===== src/rtl/ps2_host_rx.sv =====
// PS/2 device-to-host receiver: line conditioning, 11-bit frame check, E0/F0 scancode decode.
// Optional 8-entry receive FIFO when PS2_HOST_RX_FIFO_EN is defined.
module ps2_host_rx #(
  parameter int FILTER_LEN = 4,
  parameter int TIMEOUT    = 1024
) (
  input  logic       clk_sys,
  input  logic       reset,
  input  logic       ps2_clk,
  input  logic       ps2_data,
`ifdef PS2_HOST_RX_FIFO_EN
  input  logic       rx_rd,
  output logic       rx_empty,
  output logic       rx_overflow,
`endif
  output logic [7:0] rx_byte,
  output logic       rx_strobe,
  output logic       rx_err,
  output logic [1:0] err_code,
  output logic       busy,
  output logic [7:0] key_code,
  output logic       key_pressed,
  output logic       key_extended,
  output logic       key_strobe
);

  localparam int TW = $clog2(TIMEOUT + 1);

  typedef enum logic [1:0] {IDLE, DATA, PARITY, STOP} state_t;

  // Bit 0 carries the clock line, bit 1 the data line.
  logic [1:0]      sync1_q, sync2_q;
  logic [1:0]      filt_q, filt_d;
  logic [1:0][3:0] fcnt_q, fcnt_d;
  logic            fclk_prev_q;
  logic            fe, din;

  state_t          state_q, state_d;
  logic [2:0]      bcnt_q, bcnt_d;
  logic [7:0]      shift_q, shift_d;
  logic            par_q, par_d;
  logic [TW-1:0]   tcnt_q, tcnt_d;
  logic            good, perr, ferr, tout;

  logic            rx_strobe_q, rx_strobe_d;
  logic            rx_err_q, rx_err_d;
  logic [1:0]      err_code_q, err_code_d;
  logic [7:0]      key_code_q, key_code_d;
  logic            key_pressed_q, key_pressed_d;
  logic            key_extended_q, key_extended_d;
  logic            key_strobe_q, key_strobe_d;
  logic            ext_q, ext_d;
  logic            rel_q, rel_d;

  always_ff @(posedge clk_sys or posedge reset) begin
    if (reset) begin
      sync1_q     <= 2'b11;
      sync2_q     <= 2'b11;
      filt_q      <= 2'b11;
      fcnt_q      <= '0;
      fclk_prev_q <= 1'b1;
    end else begin
      sync1_q     <= {ps2_data, ps2_clk};
      sync2_q     <= sync1_q;
      filt_q      <= filt_d;
      fcnt_q      <= fcnt_d;
      fclk_prev_q <= filt_q[0];
    end
  end

  // A line flips only after FILTER_LEN consecutive samples disagree with it.
  always_comb begin
    filt_d = filt_q;
    fcnt_d = fcnt_q;
    for (int i = 0; i < 2; i++) begin
      if (sync2_q[i] != filt_q[i]) begin
        if (fcnt_q[i] == 4'(FILTER_LEN - 1)) begin
          filt_d[i] = sync2_q[i];
          fcnt_d[i] = '0;
        end else begin
          fcnt_d[i] = fcnt_q[i] + 4'd1;
        end
      end else begin
        fcnt_d[i] = '0;
      end
    end
  end

  assign fe   = fclk_prev_q & ~filt_q[0];
  assign din  = filt_q[1];
  assign busy = (state_q != IDLE);

  always_comb begin
    state_d = state_q;
    bcnt_d  = bcnt_q;
    shift_d = shift_q;
    par_d   = par_q;
    good    = 1'b0;
    perr    = 1'b0;
    ferr    = 1'b0;
    tout    = 1'b0;
    tcnt_d  = (state_q == IDLE || fe) ? '0 : tcnt_q + TW'(1);
    case (state_q)
      IDLE: if (fe && !din) begin
        state_d = DATA;
        bcnt_d  = '0;
      end
      DATA: if (fe) begin
        shift_d = {din, shift_q[7:1]};
        bcnt_d  = bcnt_q + 3'd1;
        if (bcnt_q == 3'd7) state_d = PARITY;
      end
      PARITY: if (fe) begin
        par_d   = din;
        state_d = STOP;
      end
      STOP: if (fe) begin
        state_d = IDLE;
        if (!din)                  ferr = 1'b1;
        else if (^{shift_q, par_q}) good = 1'b1;
        else                       perr = 1'b1;
      end
      default: state_d = IDLE;
    endcase
    // A falling edge in the timeout cycle keeps the frame alive.
    if (state_q != IDLE && !fe && tcnt_q == TW'(TIMEOUT)) begin
      tout    = 1'b1;
      state_d = IDLE;
    end
  end

  always_comb begin
    rx_strobe_d    = good;
    rx_err_d       = perr | ferr | tout;
    err_code_d     = ferr ? 2'b10 : perr ? 2'b01 : tout ? 2'b11 : err_code_q;
    key_strobe_d   = 1'b0;
    key_code_d     = key_code_q;
    key_pressed_d  = key_pressed_q;
    key_extended_d = key_extended_q;
    ext_d          = ext_q;
    rel_d          = rel_q;
    if (rx_err_d) begin
      ext_d = 1'b0;
      rel_d = 1'b0;
    end else if (good) begin
      if (shift_q == 8'hE0) begin
        ext_d = 1'b1;
      end else if (shift_q == 8'hF0) begin
        rel_d = 1'b1;
      end else begin
        key_strobe_d   = 1'b1;
        key_code_d     = shift_q;
        key_pressed_d  = ~rel_q;
        key_extended_d = ext_q;
        ext_d          = 1'b0;
        rel_d          = 1'b0;
      end
    end
  end

  always_ff @(posedge clk_sys or posedge reset) begin
    if (reset) begin
      state_q        <= IDLE;
      bcnt_q         <= '0;
      shift_q        <= '0;
      par_q          <= 1'b0;
      tcnt_q         <= '0;
      rx_strobe_q    <= 1'b0;
      rx_err_q       <= 1'b0;
      err_code_q     <= 2'b00;
      key_code_q     <= '0;
      key_pressed_q  <= 1'b0;
      key_extended_q <= 1'b0;
      key_strobe_q   <= 1'b0;
      ext_q          <= 1'b0;
      rel_q          <= 1'b0;
    end else begin
      state_q        <= state_d;
      bcnt_q         <= bcnt_d;
      shift_q        <= shift_d;
      par_q          <= par_d;
      tcnt_q         <= tcnt_d;
      rx_strobe_q    <= rx_strobe_d;
      rx_err_q       <= rx_err_d;
      err_code_q     <= err_code_d;
      key_code_q     <= key_code_d;
      key_pressed_q  <= key_pressed_d;
      key_extended_q <= key_extended_d;
      key_strobe_q   <= key_strobe_d;
      ext_q          <= ext_d;
      rel_q          <= rel_d;
    end
  end

  assign rx_strobe    = rx_strobe_q;
  assign rx_err       = rx_err_q;
  assign err_code     = err_code_q;
  assign key_code     = key_code_q;
  assign key_pressed  = key_pressed_q;
  assign key_extended = key_extended_q;
  assign key_strobe   = key_strobe_q;

`ifdef PS2_HOST_RX_FIFO_EN
  logic [7:0] mem_q [8];
  logic [7:0] mem_d [8];
  logic [2:0] wp_q, wp_d, rp_q, rp_d;
  logic [3:0] cnt_q, cnt_d;
  logic       ovf_q, ovf_d;
  logic       pop, wr_en;

  // A full FIFO still accepts a push when a pop frees a slot on the same edge.
  always_comb begin
    mem_d = mem_q;
    pop   = rx_rd && (cnt_q != 4'd0);
    wr_en = good && ((cnt_q != 4'd8) || pop);
    wp_d  = wp_q;
    rp_d  = rp_q;
    ovf_d = ovf_q | (good & ~wr_en);
    if (wr_en) begin
      mem_d[wp_q] = shift_q;
      wp_d        = wp_q + 3'd1;
    end
    if (pop) rp_d = rp_q + 3'd1;
    cnt_d = cnt_q + {3'b000, wr_en} - {3'b000, pop};
  end

  always_ff @(posedge clk_sys or posedge reset) begin
    if (reset) begin
      for (int i = 0; i < 8; i++) mem_q[i] <= '0;
      wp_q  <= '0;
      rp_q  <= '0;
      cnt_q <= '0;
      ovf_q <= 1'b0;
    end else begin
      mem_q <= mem_d;
      wp_q  <= wp_d;
      rp_q  <= rp_d;
      cnt_q <= cnt_d;
      ovf_q <= ovf_d;
    end
  end

  assign rx_byte     = mem_q[rp_q];
  assign rx_empty    = (cnt_q == 4'd0);
  assign rx_overflow = ovf_q;
`else
  logic [7:0] rx_byte_q, rx_byte_d;

  always_comb begin
    rx_byte_d = good ? shift_q : rx_byte_q;
  end

  always_ff @(posedge clk_sys or posedge reset) begin
    if (reset) rx_byte_q <= '0;
    else       rx_byte_q <= rx_byte_d;
  end

  assign rx_byte = rx_byte_q;
`endif

endmodule


===== config.mk =====
export PLATFORM = sky130hd
export DESIGN_NAME = ps2_host_rx
export DESIGN_NICKNAME = d
export VERILOG_FILES = /design/src/rtl/ps2_host_rx.sv
export SDC_FILE = /design/constraint.sdc
export NUM_CORES = 1
export LEC_CHECK = 0
export ABC_CLOCK_PERIOD_IN_PS = 5910
export CAP_MARGIN = 5
export CORE_UTILIZATION = 67
export DETAILED_ROUTE_END_ITERATION = 16
export DONT_BUFFER_PORTS = 1
export GPL_TIMING_DRIVEN = 0
export HOLD_SLACK_MARGIN = 0.08
export PLACE_DENSITY = 0.92
export SYNTH_ARGS = -nofsm -noshare
export SYNTH_HDL_FRONTEND = slang
export SYNTH_SLANG_ARGS = --single-unit

===== constraint.sdc =====
create_clock -name clk_sys -period 5.91 [get_ports clk_sys]
set_clock_uncertainty 0.1 [all_clocks]
set_input_delay 1.773 -clock clk_sys [delete_from_list [all_inputs] [get_ports clk_sys]]
set_output_delay 1.773 -clock clk_sys [all_outputs]
set_load 0.02 [all_outputs]

Yosys cells after proc, flatten, opt, wreduce, memory -nomap -nowiden
Cells that the tools add are included.
Widths: inputs -> output; s select.
{"block": "classes", "mux": 42, "eq_ne": 20, "n_bitwise": 8, "reduce_logical": 21, "n_addsub": 4}
{"cell": "$mux 1", "n": 24}
{"cell": "$mux 2", "n": 9}
{"cell": "$eq 8x8->1 const B", "n": 2}
{"cell": "$mux 4", "n": 4}
{"cell": "$ne 3x3->1 const B", "n": 5}
{"cell": "$reduce_and 2->1", "n": 6}
{"cell": "$add 11x1->11 const B", "n": 1}
{"cell": "$eq 11x11->1 const B", "n": 1}
{"cell": "$mux 11", "n": 1}
{"cell": "$reduce_xor 9->1", "n": 1}
{"cell": "$add 4x1->4 const B", "n": 2}
{"cell": "$eq 4x2->1 const B", "n": 2}
{"cell": "$pmux 2 s4", "n": 1}
{"cell": "$mux 3", "n": 2}
{"cell": "$pmux 3 s2", "n": 1}
{"cell": "$reduce_bool 2->1", "n": 3}
{"cell": "$not 1->1", "n": 5}
{"cell": "$reduce_and 5->1", "n": 1}
{"cell": "$eq 2x2->1 const B", "n": 2}
{"cell": "$ne 2x2->1 const B", "n": 2}
{"cell": "$reduce_and 4->1", "n": 1}
{"cell": "$add 3x1->3 const B", "n": 1}
{"cell": "$eq 3x3->1 const B", "n": 1}
{"cell": "$logic_and 1x1->1", "n": 3}
{"cell": "other kinds (11)", "n": 14}
{"block": "totals", "ff_bits": 65, "elab_cells": 117, "out_inout_bits": 24}

Longest topological paths before layout
{"block": "logic_depth", "ltp_word": 9, "depth_mapped": 8}

Worst setup path after synthesis
OpenSTA, ideal clock, no wires.
{"block": "synth_timing", "path_kind": "register -> output", "from": "reg state_q[0]", "to": "out busy", "stages_incl_launch_ff": 4, "arrival_time_ns": 0.905, "setup_slack_ns": 3.132, "path_buffers": 0, "cell_sequence": "dfrtp_1 > inv_1 > ha_1 > inv_1"}
{"block": "synth_via", "elab_chain_cells": 1}
{"element": "from (decl)", "line": "38", "text": "state_t state_q, state_d;"}
{"element": "from (signal assigned)", "line": "178", "text": "state_q <= state_d;"}
{"element": "$reduce_bool 2->1", "line": "91", "text": "assign busy = (state_q != IDLE);"}
{"element": "to (decl)", "line": "20", "text": "output logic busy,"}
No other way between the ends.

Worst setup path after layout
Same ends and word-level chain as after synthesis.

==> reports/qor.yml <==
power_and_ir_drop:
  ir_drop_mv: 0.311
  total_power_w: 0.00170
  power_density_nw_per_um2: 509
  power.static_leakage_nw: 1.48
grt:
  gr-usage-all-layers: 0.264
  initial_antenna_violation_count: 0
  global_route.usage.met1: 0.332
  grt_max_degree: 45
  number_of_global_route_vias_before_repair: 2103
  global_route.usage.met3: 0.0658
  grt_pass1_wl_mm: 9.77
  global_route.peak_usage_layer: "met2"
  grt-ovfl-total: 0
  met2_usage: 0.411
worst_setup_path:
  worstPathCellList: "inv_1, ha_1, inv_1"
  critical_path.reg2reg.startpoint: "shift_q[4]$_DFFE_PP0P_"
  cp-endpoint: "busy"
  cp_data_required_time_ns: 4.04
  regToRegSetupSlack_ns: 3.39
  worst-endpoint-arrival_ns: 1.43
  criticalPathCategory: "reg2out"
  worstSetupStartpoint: "state_q[0]$_DFFE_PP0P_"
  cp-start-kind: "flip-flop"
  critical_path.max_fanout: 7
  r2r_cells: 7
  critical-path-max-stage-delay_ns: 0.42
  critical_path.most_common_cell: "inv_1"
  worst_r2r_endpoint: "rx_byte[6]$_DFFE_PP0N_"
  crit_path_end_kind: "primary output"
  worst_path_max_delay_cell: "dfrtp_1"
routing:
  drt_iter0_drc: 204
  wl_per_cell_um: 17.0
  detail_route.first_pass.iterations: 4
  vias: 2096
  remaining_drc_errors: 0
  drtAntennaViolNets: 0
  routed_via_density: 6.22
  routed_wirelength_mm: 5.72
floorplan:
  floorplan.io_pins: 28
  die_w_um: 69.1
  die_area_um2: 4780
  die_y_um: 69.1
  start_util: 0.694
  core-area_um2: 4350
  num_rows: 24
job:
  number_of_max_cap_violations: 0
timing:
  final.period_utilization: 0.559
  max-slew-margin-rel: 0.550
  worstMarginPinSlew_ns: 0.670
  totalNegativeSetupSlack_ns: 0
  fmax_ghz: 0.303
  finalHoldViolCount: 0
  fin_hold_ws_ns: 0.257
  setup_viol: 0
  post-route-min-period_ns: 3.30
  slew_violations: 0
  setup_repair_after_global_routing_missed_its_margin: "no"
final_layout:
  layout-drive-gt1-share: 0.182
  most_common_cell_after_layout_fill_and_taps_aside: "dfrtp_1"
  num-nets-final: 295
  finish.instance_area_um2: 3330
  layout-area-overhead-vs-synth_pct: 10.4
  layout.cells.most_common_list: "dfrtp_1 (58), nor2_1 (21), mux2_2 (20), a21oi_1 (15), nand2_1 (13)"
  instances_no_fill: 337
  antennaDiodeCount: 0
cts:
  clock_tree_from_tritoncts: "done"
  clock-root-buffer: "clkbuf_8"
  insertion_delay_ns: 0.35
  cts_made_buffers: 9
  postCtsHoldBufs: 0
  post_cts_buffers: 0
  cts-resized-gates: 0
  cts-htree-levels: 3
  tritoncts_num_sinks: 65
  cts-root-to-sink-buffers: 2
  clk_transition_reported_paths_ns: 0.06
placed_design:
  numPlacedInstances: 321
  dpl.hpwl_mm: 3.74
  place.port_buffers: 0
  placement_cell_area_um2: 3110
  gp_congestion: 0.771
yosys:
  synth_ff_type: "dfrtp_1"
  synth-seq-cells: 65
  synth.net_count: 283
  synthesis.area_um2: 3020
  yosysWarningCount: 0
  syn_area_per_cell_um2: 11.3
  yosysUniqueCellTypes: 45
  synth-async-reset-ratio: 1.00
  synth_enable_flop_cells: 0
  synth-seq-area-share: 0.541
  synthCells: 268
outcome:
  status: "finished clean"
worst_hold_path:
  worst_hold_path.num_cells: 0
  hold_start: "sync1_q[1]$_DFF_PP1_"
  hold_path.class: "reg2reg"
## metrics by stage
stage               utilization  setup WS [ns]
detailed placement        0.713           2.99
finish                    0.766           2.61
CTS                       0.766           2.59
floorplan                     -           2.42
global placement          0.709           1.84
global route              0.766           2.51
## worst max-delay path, delay by kind of cell, from the launching register on
family / cells / cell delay [ns]
fa+ha+maj: 1 / 0.30
buf+inv: 2 / 0.37
flops: 1 / 0.42
## synthesized netlist by cell type, drive strengths merged (5+ instances only)
library cell | number | area share
nor3 | 6 | 0.0099
inv | 12 | 0.015
a21oi | 15 | 0.025
nand3 | 9 | 0.015
nand2 | 13 | 0.016
mux2 | 20 | 0.075
xnor2 | 11 | 0.032
o21ai | 8 | 0.013
or3 | 5 | 0.012
dfstp | 7 | 0.061
nor2b | 7 | 0.014
ha | 11 | 0.046
nor2 | 22 | 0.030
dfrtp | 58 | 0.48
o22ai | 6 | 0.012
xor2 | 8 | 0.026
clkbuf | 7 | 0.0091
## state kept, by name (all words and copies together), names as in the netlist, 2 cells and up
| register | flops |
|---|---|
| bcnt_q | 3 |
| sync1_q | 2 |
| shift_q | 8 |
| rx_byte | 8 |
| filt_q | 2 |
| tcnt_q | 11 |
| fcnt_q | 8 |
| err_code | 2 |
| key_code | 8 |
| state_q | 2 |
| sync2_q | 2 |
## how the worst min path moves through the flow
stage                                 to
finish              sync2_q[1]$_DFF_PP1_
global route        sync2_q[1]$_DFF_PP1_
CTS                 sync2_q[1]$_DFF_PP1_
detailed placement  sync2_q[0]$_DFF_PP1_
global placement    sync2_q[1]$_DFF_PP1_
floorplan           sync2_q[0]$_DFF_PP1_
## power breakdown
group / internal, W / switching (W)
sequential: 0.000543 / 0.000107
combinational: 0.000251 / 0.000370
clock: 0.000259 / 0.000167
## layer usage
metal  up-vias  part of all wire
li1        974                 -
met1      1037              0.44
met3        19             0.046
met5         -                 0
met4         0             0.031
met2        66              0.48
## cells by family (layout without fill, tap and decap cells)
family,after synthesis,count (layout),synth area share
compound gates,49,49,0.106
simple gates,84,84,0.148
buf+inv,19,36,0.0240
xor+xnor,19,19,0.0576
mux,21,21,0.0779
fa+ha+maj,11,11,0.0456
flops,65,65,0.541
## area by class of cell
| cell class | instances | area [um^2] |
|---|---|---|
| tap | 52 | 65.1 |
| clock inverter | 5 | 77.6 |
| inverter | 12 | 45.0 |
| clock buffer | 11 | 151 |
| multi-input combinational | 184 | 1310 |
| timing repair buffer | 1 | 20.0 |
| sequential | 65 | 1640 |
| fill | 252 | 1020 |
| buffer | 7 | 27.5 |
(Power assumes the default switching activity.)
